--- config.mk ---
export PLATFORM = sky130hd
export DESIGN_NAME = ps2_cmd_sequencer
export DESIGN_NICKNAME = d
export VERILOG_FILES = /design/src/rtl/ps2_cmd_sequencer.sv
export SDC_FILE = /design/constraint.sdc
export NUM_CORES = 1
export LEC_CHECK = 0
export ABC_AREA = 1
export BUFFER_PORTS_ARGS = -buffer_cell sky130_fd_sc_hd__buf_4
export CORE_UTILIZATION = 35
export CTS_BUF_LIST = sky130_fd_sc_hd__clkbuf_4 sky130_fd_sc_hd__clkbuf_8
export DETAILED_ROUTE_END_ITERATION = 6
export REMOVE_ABC_BUFFERS = 1
export SKIP_CTS_REPAIR_TIMING = 1
export SYNTH_ARGS = -nofsm -noshare
export SYNTH_HDL_FRONTEND = slang
export SYNTH_SLANG_ARGS = --single-unit
--- constraint.sdc ---
create_clock -name clk -period 4.79 [get_ports clk]
set_input_delay 0.2395 -clock clk [delete_from_list [all_inputs] [get_ports clk]]
set_output_delay 0.2395 -clock clk [all_outputs]
set_load 0.02 [all_outputs]
--- src/rtl/ps2_cmd_sequencer.sv ---
// PS/2 host-to-keyboard command sequencer: sends CMD (and optional ARG), waits for the
// keyboard ACK, retries on RESEND/transmit error, and filters ACK/RESEND out of the scancode stream.
module ps2_cmd_sequencer #(
    parameter int unsigned TIMEOUT_CYCLES = 2000000,
    parameter int unsigned MAX_RETRY      = 3
) (
    input  logic       clk,
    input  logic       reset,
    input  logic       s_cs_n,
    input  logic [1:0] s_address,
    input  logic       s_read,
    output logic [7:0] s_readdata,
    input  logic       s_write,
    input  logic [7:0] s_writedata,
    output logic       irq,
    output logic       tx_start,
    output logic [7:0] tx_data,
    input  logic       tx_done,
    input  logic       tx_error,
    input  logic       rx_valid,
    input  logic [7:0] rx_data,
    output logic       fwd_valid,
    output logic [7:0] fwd_data
);

    localparam logic [7:0]  RSP_ACK    = 8'hFA;
    localparam logic [7:0]  RSP_RESEND = 8'hFE;
    localparam logic [31:0] TMO_RELOAD = 32'(TIMEOUT_CYCLES - 1);
    localparam logic [7:0]  RETRY_MAX  = 8'(MAX_RETRY);

    typedef enum logic [3:0] {
        S_IDLE, S_SEND_CMD, S_WAIT_TXC, S_WAIT_ACK,
        S_SEND_ARG, S_WAIT_TXA, S_WAIT_ACK2, S_DONE, S_ERROR
    } state_t;

    state_t      state_q, state_d;
    logic [7:0]  cmd_q, cmd_d, arg_q, arg_d, resp_q, resp_d;
    logic [7:0]  retry_q, retry_d, tx_data_q, tx_data_d, fwd_data_q, fwd_data_d;
    logic [31:0] tmo_q, tmo_d;
    logic        has_arg_q, has_arg_d, done_q, done_d, irq_q, irq_d;
    logic        err_retry_q, err_retry_d, err_timeout_q, err_timeout_d;
    logic        tx_start_q, tx_start_d, fwd_valid_q, fwd_valid_d;
    logic        do_retry;

    logic bus_wr, idle, busy, in_wait_tx, in_wait_ack, rx_ack, rx_resend, consume, tmo_zero;

    assign bus_wr      = !s_cs_n && s_write;
    assign idle        = (state_q == S_IDLE);
    assign busy        = !idle;
    assign in_wait_tx  = (state_q == S_WAIT_TXC) || (state_q == S_WAIT_TXA);
    assign in_wait_ack = (state_q == S_WAIT_ACK) || (state_q == S_WAIT_ACK2);
    assign rx_ack      = rx_valid && (rx_data == RSP_ACK);
    assign rx_resend   = rx_valid && (rx_data == RSP_RESEND);
    assign consume     = in_wait_ack && (rx_ack || rx_resend);
    assign tmo_zero    = (tmo_q == 32'd0);

    // NOTE: every signal gets its default before the case statement, so no path can infer a latch.
    always_comb begin
        state_d       = state_q;
        cmd_d         = cmd_q;
        arg_d         = arg_q;
        resp_d        = resp_q;
        retry_d       = retry_q;
        has_arg_d     = has_arg_q;
        done_d        = done_q;
        irq_d         = irq_q;
        err_retry_d   = err_retry_q;
        err_timeout_d = err_timeout_q;
        tx_data_d     = tx_data_q;
        tmo_d         = tmo_q;
        do_retry      = 1'b0;

        if (bus_wr && idle && s_address == 2'd0) cmd_d = s_writedata;
        if (bus_wr && idle && s_address == 2'd1) arg_d = s_writedata;
        if (bus_wr && s_address == 2'd2 && s_writedata[7]) irq_d = 1'b0;
        if (consume) resp_d = rx_data;

        case (state_q)
            S_IDLE: begin
                if (bus_wr && s_address == 2'd2 && s_writedata[0]) begin
                    state_d       = S_SEND_CMD;
                    has_arg_d     = s_writedata[1];
                    done_d        = 1'b0;
                    err_retry_d   = 1'b0;
                    err_timeout_d = 1'b0;
                    retry_d       = 8'd0;
                    irq_d         = 1'b0;
                end
            end
            S_SEND_CMD: state_d = S_WAIT_TXC;
            S_SEND_ARG: state_d = S_WAIT_TXA;
            S_WAIT_TXC, S_WAIT_TXA: begin
                if (tx_error) begin
                    do_retry = 1'b1;
                end else if (tx_done) begin
                    state_d = (state_q == S_WAIT_TXC) ? S_WAIT_ACK : S_WAIT_ACK2;
                end else if (tmo_zero) begin
                    err_timeout_d = 1'b1;
                    state_d       = S_ERROR;
                end
            end
            S_WAIT_ACK, S_WAIT_ACK2: begin
                if (rx_ack) begin
                    if (state_q == S_WAIT_ACK && has_arg_q) begin
                        state_d = S_SEND_ARG;
                        retry_d = 8'd0;
                    end else begin
                        state_d = S_DONE;
                    end
                end else if (rx_resend) begin
                    do_retry = 1'b1;
                end else if (tmo_zero) begin
                    err_timeout_d = 1'b1;
                    state_d       = S_ERROR;
                end
            end
            S_DONE: begin
                done_d  = 1'b1;
                irq_d   = 1'b1;
                state_d = S_IDLE;
            end
            S_ERROR: begin
                irq_d   = 1'b1;
                state_d = S_IDLE;
            end
            default: state_d = S_IDLE;
        endcase

        // A retry resends the byte that belongs to the phase we are currently waiting in.
        if (do_retry) begin
            if (retry_q < RETRY_MAX) begin
                retry_d = retry_q + 8'd1;
                state_d = (state_q == S_WAIT_TXC || state_q == S_WAIT_ACK) ? S_SEND_CMD : S_SEND_ARG;
            end else begin
                err_retry_d = 1'b1;
                state_d     = S_ERROR;
            end
        end

        if (state_d == S_SEND_CMD) tx_data_d = cmd_q;
        if (state_d == S_SEND_ARG) tx_data_d = arg_q;

        if (state_d != state_q)               tmo_d = TMO_RELOAD;
        else if ((in_wait_tx || in_wait_ack) && !tmo_zero) tmo_d = tmo_q - 32'd1;
    end

    assign tx_start_d  = (state_d == S_SEND_CMD) || (state_d == S_SEND_ARG);
    assign fwd_valid_d = rx_valid && !consume;
    assign fwd_data_d  = fwd_valid_d ? rx_data : fwd_data_q;

    // NOTE: sequential state uses non-blocking assignments only, so all registers update together.
    always_ff @(posedge clk) begin
        if (reset) begin
            state_q       <= S_IDLE;
            cmd_q         <= 8'h00;
            arg_q         <= 8'h00;
            resp_q        <= 8'h00;
            retry_q       <= 8'h00;
            has_arg_q     <= 1'b0;
            done_q        <= 1'b0;
            irq_q         <= 1'b0;
            err_retry_q   <= 1'b0;
            err_timeout_q <= 1'b0;
            tx_start_q    <= 1'b0;
            tx_data_q     <= 8'h00;
            tmo_q         <= 32'd0;
            fwd_valid_q   <= 1'b0;
            fwd_data_q    <= 8'h00;
        end else begin
            state_q       <= state_d;
            cmd_q         <= cmd_d;
            arg_q         <= arg_d;
            resp_q        <= resp_d;
            retry_q       <= retry_d;
            has_arg_q     <= has_arg_d;
            done_q        <= done_d;
            irq_q         <= irq_d;
            err_retry_q   <= err_retry_d;
            err_timeout_q <= err_timeout_d;
            tx_start_q    <= tx_start_d;
            tx_data_q     <= tx_data_d;
            tmo_q         <= tmo_d;
            fwd_valid_q   <= fwd_valid_d;
            fwd_data_q    <= fwd_data_d;
        end
    end

    always_comb begin
        s_readdata = 8'h00;
        if (!s_cs_n && s_read) begin
            case (s_address)
                2'd0: s_readdata = {irq_q, 1'b0, retry_q[1:0], err_retry_q, err_timeout_q, done_q, busy};
                2'd1: s_readdata = resp_q;
                2'd2: s_readdata = cmd_q;
                2'd3: s_readdata = arg_q;
                default: s_readdata = 8'h00;
            endcase
        end
    end

    assign irq       = irq_q;
    assign tx_start  = tx_start_q;
    assign tx_data   = tx_data_q;
    assign fwd_valid = fwd_valid_q;
    assign fwd_data  = fwd_data_q;

endmodule

==> results of run 1 <==
[layout by cell type (no fill, tap or decap), drive strengths merged, types with 3 or more instances in the layout]
cell type  count
a21oi         27
a221oi         5
a41oi          3
buf           52
clkbuf         9
clkinv         7
dfxtp         91
ha             3
inv           92
nand2        131
nand3         37
nand4         15
nor2         197
nor3          18
nor4           4
o21ai         34
xnor2          8
xor2          20
[worst max path at each step]
stage                           from         to
after CTS                   tmo_q[0]   tmo_q[4]
after global placement      tmo_q[0]  tmo_q[19]
after global routing      state_q[0]  tmo_q[20]
final                     state_q[0]   tmo_q[4]
after detailed placement    tmo_q[0]   tmo_q[4]
after floorplan             tmo_q[0]  tmo_q[31]
[layer usage]
metal | part of all wire, % | up-vias | global-route usage, %
li1 | - | 2339 | -
met1 | 52 | 1968 | 25.3
met2 | 42 | 85 | 25.9
met3 | 4.3 | 12 | 3.18
met4 | 1.8 | 0 | 7.42
met5 | 0 | - | 0
[critical path, delay by kind of cell, from the launching register on]
kind | cells | cell delay, ns
buffers and inverters | 1 | 0.10
flip-flops | 1 | 0.59
AND/OR/NAND/NOR | 10 | 1.36
AO/OA/AOI/OAI | 2 | 0.77
[power groups by stage]
stage	clock network, mW	registers (mW)	logic, mW
CTS	0.557	0.810	0.294
global route	0.583	0.814	0.336
finish	0.541	0.810	0.291
floorplan	0	0.828	0.202
global placement	0	0.827	0.291
detailed placement	0	0.827	0.293
[cells by family after synthesis]
family | Yosys count | share of synthesized area [%]
AOI/OAI and AO/OA | 76 | 9.38
xor gates and xnor gates | 28 | 5.22
adders and majority gates | 3 | 0.775
buffers and inverters | 109 | 8.87
DFF | 91 | 37.6
and+or+nand+nor | 404 | 38.1
[layout make-up]
cell class | count | area share, %
Inverter | 94 | 6.33
Clock inverter | 7 | 1.39
Timing Repair Buffer | 52 | 7.00
Sequential cell | 91 | 32.7
Multi-Input combinational cell | 511 | 46.4
Clock buffer | 9 | 2.22
Tap cell | 176 | 3.95
[synth_stat cells (2+ instances only)]
cell type,count
a211oi_1,2
nand2_4,2
nand2_2,7
o21ai_0,31
nor4_1,3
nor3_4,2
a221oi_1,5
xor2_1,19
inv_1,82
xnor2_1,8
buf_2,4
ha_1,3
nand3_1,33
nor3_1,12
a21oi_1,25
clkinv_1,3
nor3_2,4
nor2_4,6
nand2_1,122
nor2_2,18
inv_2,9
buf_4,2
nor2_1,173
dfxtp_1,91
nand3_2,4
a41oi_1,3
nand4_1,14
clkbuf_1,8
o21ai_1,2
a21oi_2,2
[per-stage QoR]
| step | hold slack, ns | std cells | cell area (µm²) |
|---|---|---|---|
| 2_1_floorplan | 0.309 | 696 | 4760 |
| 3_3_place_gp | 0.431 | 924 | 5380 |
| 3_5_place_dp | 0.434 | 924 | 5380 |
| 4_1_cts | 0.0642 | 940 | 5580 |
| 5_1_grt | 0.0885 | 940 | 5580 |
| 6_report | 0.0819 | 940 | 5580 |
[flip-flops by register name (all words and copies together) (netlist names)]
register       cells
tmo_q             32
irq                1
has_arg_q          1
done_q             1
resp_q             8
state_q            4
tx_data            8
cmd_q              8
arg_q              8
err_timeout_q      1
tx_start           1
err_retry_q        1
retry_q            8
fwd_data           8
fwd_valid          1
==> flow_summary.yaml, run 1 <==
grt:
  grt_remaining_overflow: 0
  grt_pass1_vias: 4134
  grt_max_degree: 46
  track_usage_pct: 17.7
  grt_pass1_wl_um: 20200
  antenna_found_initial: 0
worst_setup_path:
  cp_cell_sequence: "nor2_1 > inv_1 > nor2_1 > nand2_1 > nand3_1 > a21oi_1 > nand2_1 > a21oi_1 > nand2_1 > nand2_2 > nand3_2 > nor2_1 > nor2_1"
  cp.arrival_ns: 3.21
  path_class: "flip-flop to flip-flop"
  rrSetupSlack_ns: 1.85
  r2r_cells: 13
  worstPathMaxFanout: 13
  r2r_start: "state_q[0]"
  slowest_delay_ns: 0.61
  cpMostUsedCell: "nor2_1"
  setup.worst_path.end_class: "flip-flop"
  required_ns: 5.05
  rr_endpoint: "tmo_q[4]"
  crit_slowest_cell: "a21oi_1"
  startpoint_type: "flip-flop"
power:
  internal_power_mw: 1.13
  vdd_drop_max_v: 0.000115
  p_sw_uw: 513
  fin_total_pwr_mw: 1.64
  combinationalPowerShare_pct: 17.7
  switching_share_pct: 31.2
  power_frac_seq_pct: 49.3
  clkPwrFrac_pct: 33.0
  cellLeakagePower_nw: 2.55
  p_per_area_mw_per_mm2: 295
timing:
  slew_headroom_pct: 42.8
  skew_ns: 0.0110
  rsz0062_at_grt: "no"
  report.final.hold_viol_count: 0
  worstMarginPinSlew_ns: 0.857
  finalMaxSlewViolations: 0
  min_period_ns: 2.94
  fin_setup_tns_ns: 0
  finalCritPeriodShare_pct: 61.5
  fmax_mhz: 340
  setup_viol: 0
  postLayoutSetupSlackWorst_ns: 1.85
layout:
  post-route-util_pct: 41.8
  drive_gt1_share_pct: 16.8
  multiInputGateArea_mm2: 0.00259
  areaGrowthSynthToFinish_pct: 15.2
  fillers: 1454
  nNetsFinal: 788
  antenna_cells: 0
  seqCellArea_mm2: 0.00182
synthesis:
  synth_edf_count: 0
  synth_area_leaders: "dfxtp_1 38%, nor2_1 13%, nand2_1 9.5%"
  ys_warn_count: 0
  synth_cell_types: 42
  synth_seq_area_share_pct: 37.6
  avgSynthCellArea_um2: 6.81
  synth_top_area_share_pct: 37.6
  synth_top_flop_cell: "dfxtp_1"
  synth_top_cell_by_area: "dfxtp_1"
  synth-async-reset-ratio_pct: 0
  syn_inst: 711
  synth_seq_cells: 91
  synth_area_mm2: 0.00484
route:
  firstDrtPassIters: 4
  drt_iter0_drc: 300
  via_per_inst: 4.69
  drt-total-wl_um: 11800
  drt-wirelength-per-cell_um: 12.5
  drtAntennaViolNets: 0
  drc: 0
  vias: 4404
worst_hold_path:
  hold_end: "fwd_data[3]"
  hold_start: "rx_data[3]"
  hold_class: "input pin to flip-flop"
  whs_path_depth: 3
clock_tree:
  clock_sinks: 91
  cts_root_buf: "clkbuf_8"
  clockBufferDepth: 2
  path_clk_slew_ns: 0.09
  numCtsBuffers: 9
  htree_levels: 3
  cts_tree: "built"
  clk_latency_ns: 0.39
placed_design:
  io_buffers: 52
  place_congestion: 0.878
  pre_cts_ws_ns: 1.86
  dp_hpwl_um: 9040
floorplan:
  io_pins: 53
  dieArea_mm2: 0.0143
  die_width_um: 120
  initial_core_util_pct: 36.3
  placementRows: 42
  die_h_um: 120
  core-area_mm2: 0.0133
run_status:
  status: "complete, no violations"
flow_run:
  drv_cap: 0
No activity file was read; power rests on OpenSTA's default activity.
==> inputs of run 2 (changes only) <==
clock period = 3.1 ns   (was 4.79 ns; I/O delays follow)
==> run 2 against run 1 <==
  * Sequential cell count did not move
  * Maximum frequency rose by 7.2%
  * Worst hold slack lost 0.072 ns
  * Register-to-register slack lost 1.5 ns
  * Sequential power rose by 54%
  * Die area did not move
  * Sequential share of layout area fell by 0.30 points
  * Setup slack lost 1.5 ns
  * Non-clock buffer count rose by 3
  * Core utilization grew 0.39 points
  * Critical path depth unchanged
  * Clock skew rose by 0.0018 ns
  * Largest power group unchanged
==> flow_summary.yaml, run 2 (synthesis gave the netlist of run 1 again) <==
grt:
  antenna_found_initial: 0
  grt_pass1_vias: 4082
  grt_max_degree: 46
  track_usage_pct: 17.9
  grt_pass1_wl_um: 20500
  grt_remaining_overflow: 0
timing:
  postLayoutSetupSlackWorst_ns: 0.353
  rsz0062_at_grt: "no"
  finalCritPeriodShare_pct: 88.6
  report.final.hold_viol_count: 0
  skew_ns: 0.0128
  worst_hold_slack_ns: 0.00937
  fin_setup_tns_ns: 0
  fmax_mhz: 364
  setup_viol: 0
  finalMaxSlewViolations: 0
  worstMarginPinSlew_ns: 0.860
  min_period_ns: 2.75
  slew_headroom_pct: 42.6
route:
  wl_met2_um: 5000
  drt-total-wl_um: 12200
  drtAntennaViolNets: 0
  drt_iter0_drc: 281
  drt-wirelength-per-cell_um: 13.0
  vias: 4485
  firstDrtPassIters: 5
  via_per_inst: 4.76
  wl_met3_um: 490
  wl_met1_um: 6540
  drc: 0
  highest_layer: "met4"
worst_setup_path:
  startpoint_type: "flip-flop"
  slowest_delay_ns: 0.57
  required_ns: 3.33
  cp_cell_sequence: "nand2_1 > nor2_2 > nor2_4 > a31oi_2 > nand2_1 > nand3_1 > nand2_1 > inv_2 > nor2_1 > nor2_2 > nand3_2 > nor2_1 > nor2_1"
  path_class: "flip-flop to flip-flop"
  crit_slowest_cell: "dfxtp_1"
  cp.arrival_ns: 2.98
  worstPathMaxFanout: 13
  r2r_cells: 13
  setup.worst_path.end_class: "flip-flop"
layout:
  areaGrowthSynthToFinish_pct: 16.3
  nNetsFinal: 791
  design_area_mm2: 0.00563
  seqCellArea_mm2: 0.00182
  largest_reg_flops: 32
  drive_gt1_share_pct: 17.1
  fillers: 1437
  layout_common_cells: "173 x nor2_1, 122 x nand2_1, 91 x dfxtp_1"
  mostFrequentLayoutCell: "nor2_1"
  regMostFlops: "tmo_q"
  antenna_cells: 0
  multiInputGateArea_mm2: 0.00259
clock_tree:
  numCtsBuffers: 9
  clk_latency_ns: 0.37
  clock_sinks: 91
  path_clk_slew_ns: 0.08
  cts_tree: "built"
  clockBufferDepth: 2
  htree_levels: 3
  cts_root_buf: "clkbuf_8"
placed_design:
  pre_cts_ws_ns: 0.378
  dp_hpwl_um: 9280
  post_dp_cell_area_mm2: 0.00540
  place_congestion: 0.918
  io_buffers: 52
floorplan:
  die_width_um: 120
  placementRows: 42
  core-area_mm2: 0.0133
  die_h_um: 120
  initial_core_util_pct: 36.3
  io_pins: 53
  dieArea_mm2: 0.0143
run_status:
  status: "complete, no violations"
power:
  p_per_area_mw_per_mm2: 471
  cellLeakagePower_nw: 2.58
  fin_total_pwr_mw: 2.65
  vdd_drop_max_v: 0.000180
flow_run:
  drv_cap: 0
worst_hold_path:
  whs_path_depth: 3
  hold_class: "input pin to flip-flop"
run 2: changes by cell type in the layout (fill, tap and decap cells not counted):
| cell | change |
|---|---|
| inv_6 | -1 |
| clkinv_4 | -3 |
| buf_4 | +3 |
| bufinv_16 | +1 |
| clkbuf_4 | +1 |
| clkbuf_8 | +2 |
run 2: metal layers:
metal | vias up | global-route usage (%)
met1 | 2028 | 26.5
li1 | 2342 | -
met3 | 14 | 2.38
met5 | - | 0
met2 | 101 | 26.3
met4 | 0 | 6.17
run 2: cell type report:
cell class	instances	area share, %
multi-input combinational	511	46.0
tap	176	3.91
timing repair buffer	55	7.33
clock buffer	12	2.82
sequential	91	32.4
clock inverter	4	1.29
inverter	94	6.27
run 2: report_power, final:
group / total, mW / internal, mW / switching [mW] / leakage [nW]
Sequential: 1.25 / 1.21 / 0.0409 / 0.738
Clock: 0.946 / 0.507 / 0.439 / 0.116
Combinational: 0.452 / 0.157 / 0.295 / 1.73
Total: 2.65 / 1.87 / 0.775 / 2.58
run 2: worst max-delay path: cells and delay by family (launching register included):
kind / cells / cell delay [ns]
buffers and inverters: 1 / 0.14
AOI/OAI and AO/OA: 1 / 0.25
and+or+nand+nor: 11 / 1.63
DFF: 1 / 0.57
run 2: worst paths after layout:
| kind | start | endpoint | slack, ns |
|---|---|---|---|
| max | state_q[0] | tmo_q[6] | 0.35 |
| min | rx_data[3] | fwd_data[3] | 0.009 |
| max reg2reg | state_q[0] | tmo_q[6] | 0.35 |
| min reg2reg | retry_q[4] | retry_q[4] | 0.44 |
run 2: metrics by stage:
| stage | instances | util (%) |
|---|---|---|
| 2_1_floorplan | 696 | - |
| 3_3_place_gp | 927 | 40.4 |
| 3_5_place_dp | 927 | 40.4 |
| 4_1_cts | 943 | 42.2 |
| 5_1_grt | 943 | 42.2 |
| 6_report | 943 | 42.2 |
==> inputs of run 3 (changes only) <==
ABC_AREA = not set   (was 1)
==> run 3 against run 2 <==
  * Largest power group unchanged
  * Largest cell class unchanged
  * Sequential share of layout area rose by 0.65 points
  * Critical endpoint is now tx_data[3]
  * Combinational power shrank 21%
  * Setup slack got worse by 0.15 ns
  * Global-route usage shrank 0.52 points
  * Clock power is essentially flat
  * Count of clock-buffer cells in the layout fell by 1
  * Synthesized area shrank 4.7%
  * Cell count fell by 23%
  * Total power down 4.6%
==> flow_summary.yaml, run 3 <==
synthesis:
  ys_warn_count: 0
  synth_top_area_share_pct: 39.5
  synth_cell_types: 65
  post-synth-top-count-cell: "dfxtp_1"
  synth_edf_count: 0
  synth_area_mm2: 0.00461
  syn_inst: 489
  synth-async-reset-ratio_pct: 0
  synth_top_cell_by_area: "dfxtp_1"
  synth_commonest_cells: "91 x dfxtp_1, 67 x nor2_1, 28 x nand2_1"
  synth_seq_area_share_pct: 39.5
  avgSynthCellArea_um2: 9.44
  synth_top_flop_cell: "dfxtp_1"
  synth_seq_cells: 91
  synth_area_leaders: "dfxtp_1 39%, nor2_1 5.5%, mux2i_1 5.4%"
clock_tree:
  cts_root_buf: "clkbuf_8"
  clockBufferDepth: 2
  path_clk_slew_ns: 0.09
  cts_tree: "built"
  clock_sinks: 91
  clk_latency_ns: 0.38
  numCtsBuffers: 9
  htree_levels: 3
run_status:
  status: "complete, no violations"
placed_design:
  pre_cts_ws_ns: 0.0957
  dp_hpwl_um: 8010
  post_dp_cell_area_mm2: 0.00527
  numPlacedInstances: 711
  io_buffers: 52
  place_congestion: 0.919
worst_setup_path:
  rr_endpoint: "tx_data[3]"
  rrSetupSlack_ns: 0.20
  cp_cell_sequence: "or4_4 > nand4bb_4 > nor3_4 > o2bb2ai_2 > a22oi_4 > nor2b_2 > o21ba_2 > o32ai_1"
  path_class: "flip-flop to flip-flop"
  crit_slowest_cell: "or4_4"
  startpoint: "tmo_q[16]"
  r2r_start: "tmo_q[16]"
  startpoint_type: "flip-flop"
  cp.arrival_ns: 3.15
  slowest_delay_ns: 0.56
  r2r_cells: 8
  worstPathMaxFanout: 10
  required_ns: 3.35
  setup.worst_path.end_class: "flip-flop"
worst_hold_path:
  hold_class: "input pin to flip-flop"
  hold_start: "rx_data[1]"
  whs_path_depth: 3
  hold_end: "fwd_data[1]"
layout:
  layout_common_cells: "91 x dfxtp_1, 75 x buf_4, 67 x nor2_1"
  antenna_cells: 0
  post-route-util_pct: 43.4
  nNetsFinal: 579
  largest_reg_flops: 32
  design_area_mm2: 0.00552
  areaGrowthSynthToFinish_pct: 19.6
  drive_gt1_share_pct: 25.6
  regMostFlops: "tmo_q"
  fillers: 1316
  mostFrequentLayoutCell: "dfxtp_1"
  fin_cells: 727
grt:
  grt_max_degree: 46
  grt_pass1_wl_um: 18200
  antenna_found_initial: 0
  track_usage_pct: 17.4
  grt_pass1_vias: 3659
  grt_remaining_overflow: 0
timing:
  report.final.hold_viol_count: 0
  rsz0062_at_grt: "no"
  postLayoutSetupSlackWorst_ns: 0.203
  worst_hold_slack_ns: 0.00952
  min_period_ns: 2.90
  finalMaxSlewViolations: 0
  finalCritPeriodShare_pct: 93.5
  worstMarginPinSlew_ns: 0.586
  fmax_mhz: 345
  fin_setup_tns_ns: 0
  slew_headroom_pct: 60.7
  setup_viol: 0
  skew_ns: 0.0106
route:
  drt-wirelength-per-cell_um: 15.1
  firstDrtPassIters: 5
  drc: 0
  drt-total-wl_um: 11000
  drtAntennaViolNets: 0
  vias: 3785
  drt_iter0_drc: 244
  via_per_inst: 5.21
power:
  clkPwrFrac_pct: 37.5
  combinationalPowerShare_pct: 14.0
  power_frac_seq_pct: 48.5
  fin_total_pwr_mw: 2.53
  p_sw_uw: 668
  switching_share_pct: 26.4
  p_per_area_mw_per_mm2: 458
  cellLeakagePower_nw: 2.21
  vdd_drop_max_v: 0.000235
  internal_power_mw: 1.86
floorplan:
  io_pins: 53
  placementRows: 41
  die_width_um: 117
  core-area_mm2: 0.0127
  die_h_um: 117
  initial_core_util_pct: 36.3
  dieArea_mm2: 0.0136
flow_run:
  drv_cap: 0
-- run 3: final cells by class --
cell class / instances / area (µm²) / area share, %
multi-input combinational: 358 / 2610 / 47.3
sequential: 91 / 1820 / 33.0
inverter: 14 / 52.6 / 0.952
timing repair buffer: 76 / 583 / 10.6
clock buffer: 11 / 151 / 2.74
tap: 172 / 215 / 3.90
clock inverter: 5 / 83.8 / 1.52
-- run 3: logic make-up after synthesis --
family	Yosys count	share of synthesized area (%)
AND/OR/NAND/NOR	201	25.0
AO/OA/AOI/OAI	92	15.7
flip-flops	91	39.5
buffers and inverters	40	4.26
multiplexers	33	9.08
XOR/XNOR	29	5.67
adder cells (fa/ha/maj)	3	0.814
-- run 3: worst max path at each step --
stage,end,depth (start not counted)
6_report,tx_data[3],8
3_3_place_gp,retry_q[0],8
5_1_grt,tx_data[3],8
2_1_floorplan,tmo_q[15],8
3_5_place_dp,tx_data[4],8
4_1_cts,tx_data[3],8
-- run 3: metal layers --
metal	vias to the layer above	share of wire (%)	global-route usage (%)
met2	77	49	28.4
li1	1882	-	-
met4	0	3.3	10.1
met1	1801	45	21.6
met3	25	3.3	2.99
met5	-	0	0
-- run 3: power groups by stage --
stage                     clock network (mW)  registers (mW)  logic [mW]
after floorplan                            0            1.26       0.202
after CTS                              0.979            1.23       0.356
final                                  0.948            1.23       0.355
after detailed placement                   0            1.25       0.354
after global routing                    1.02            1.23       0.389
after global placement                     0            1.25       0.348
-- run 3: critical path, delay by kind of cell, from the launching register on --
family | cells | cell delay (ns)
AND/OR/NAND/NOR | 4 | 1.58
AO/OA/AOI/OAI | 4 | 0.83
flip-flops | 1 | 0.35
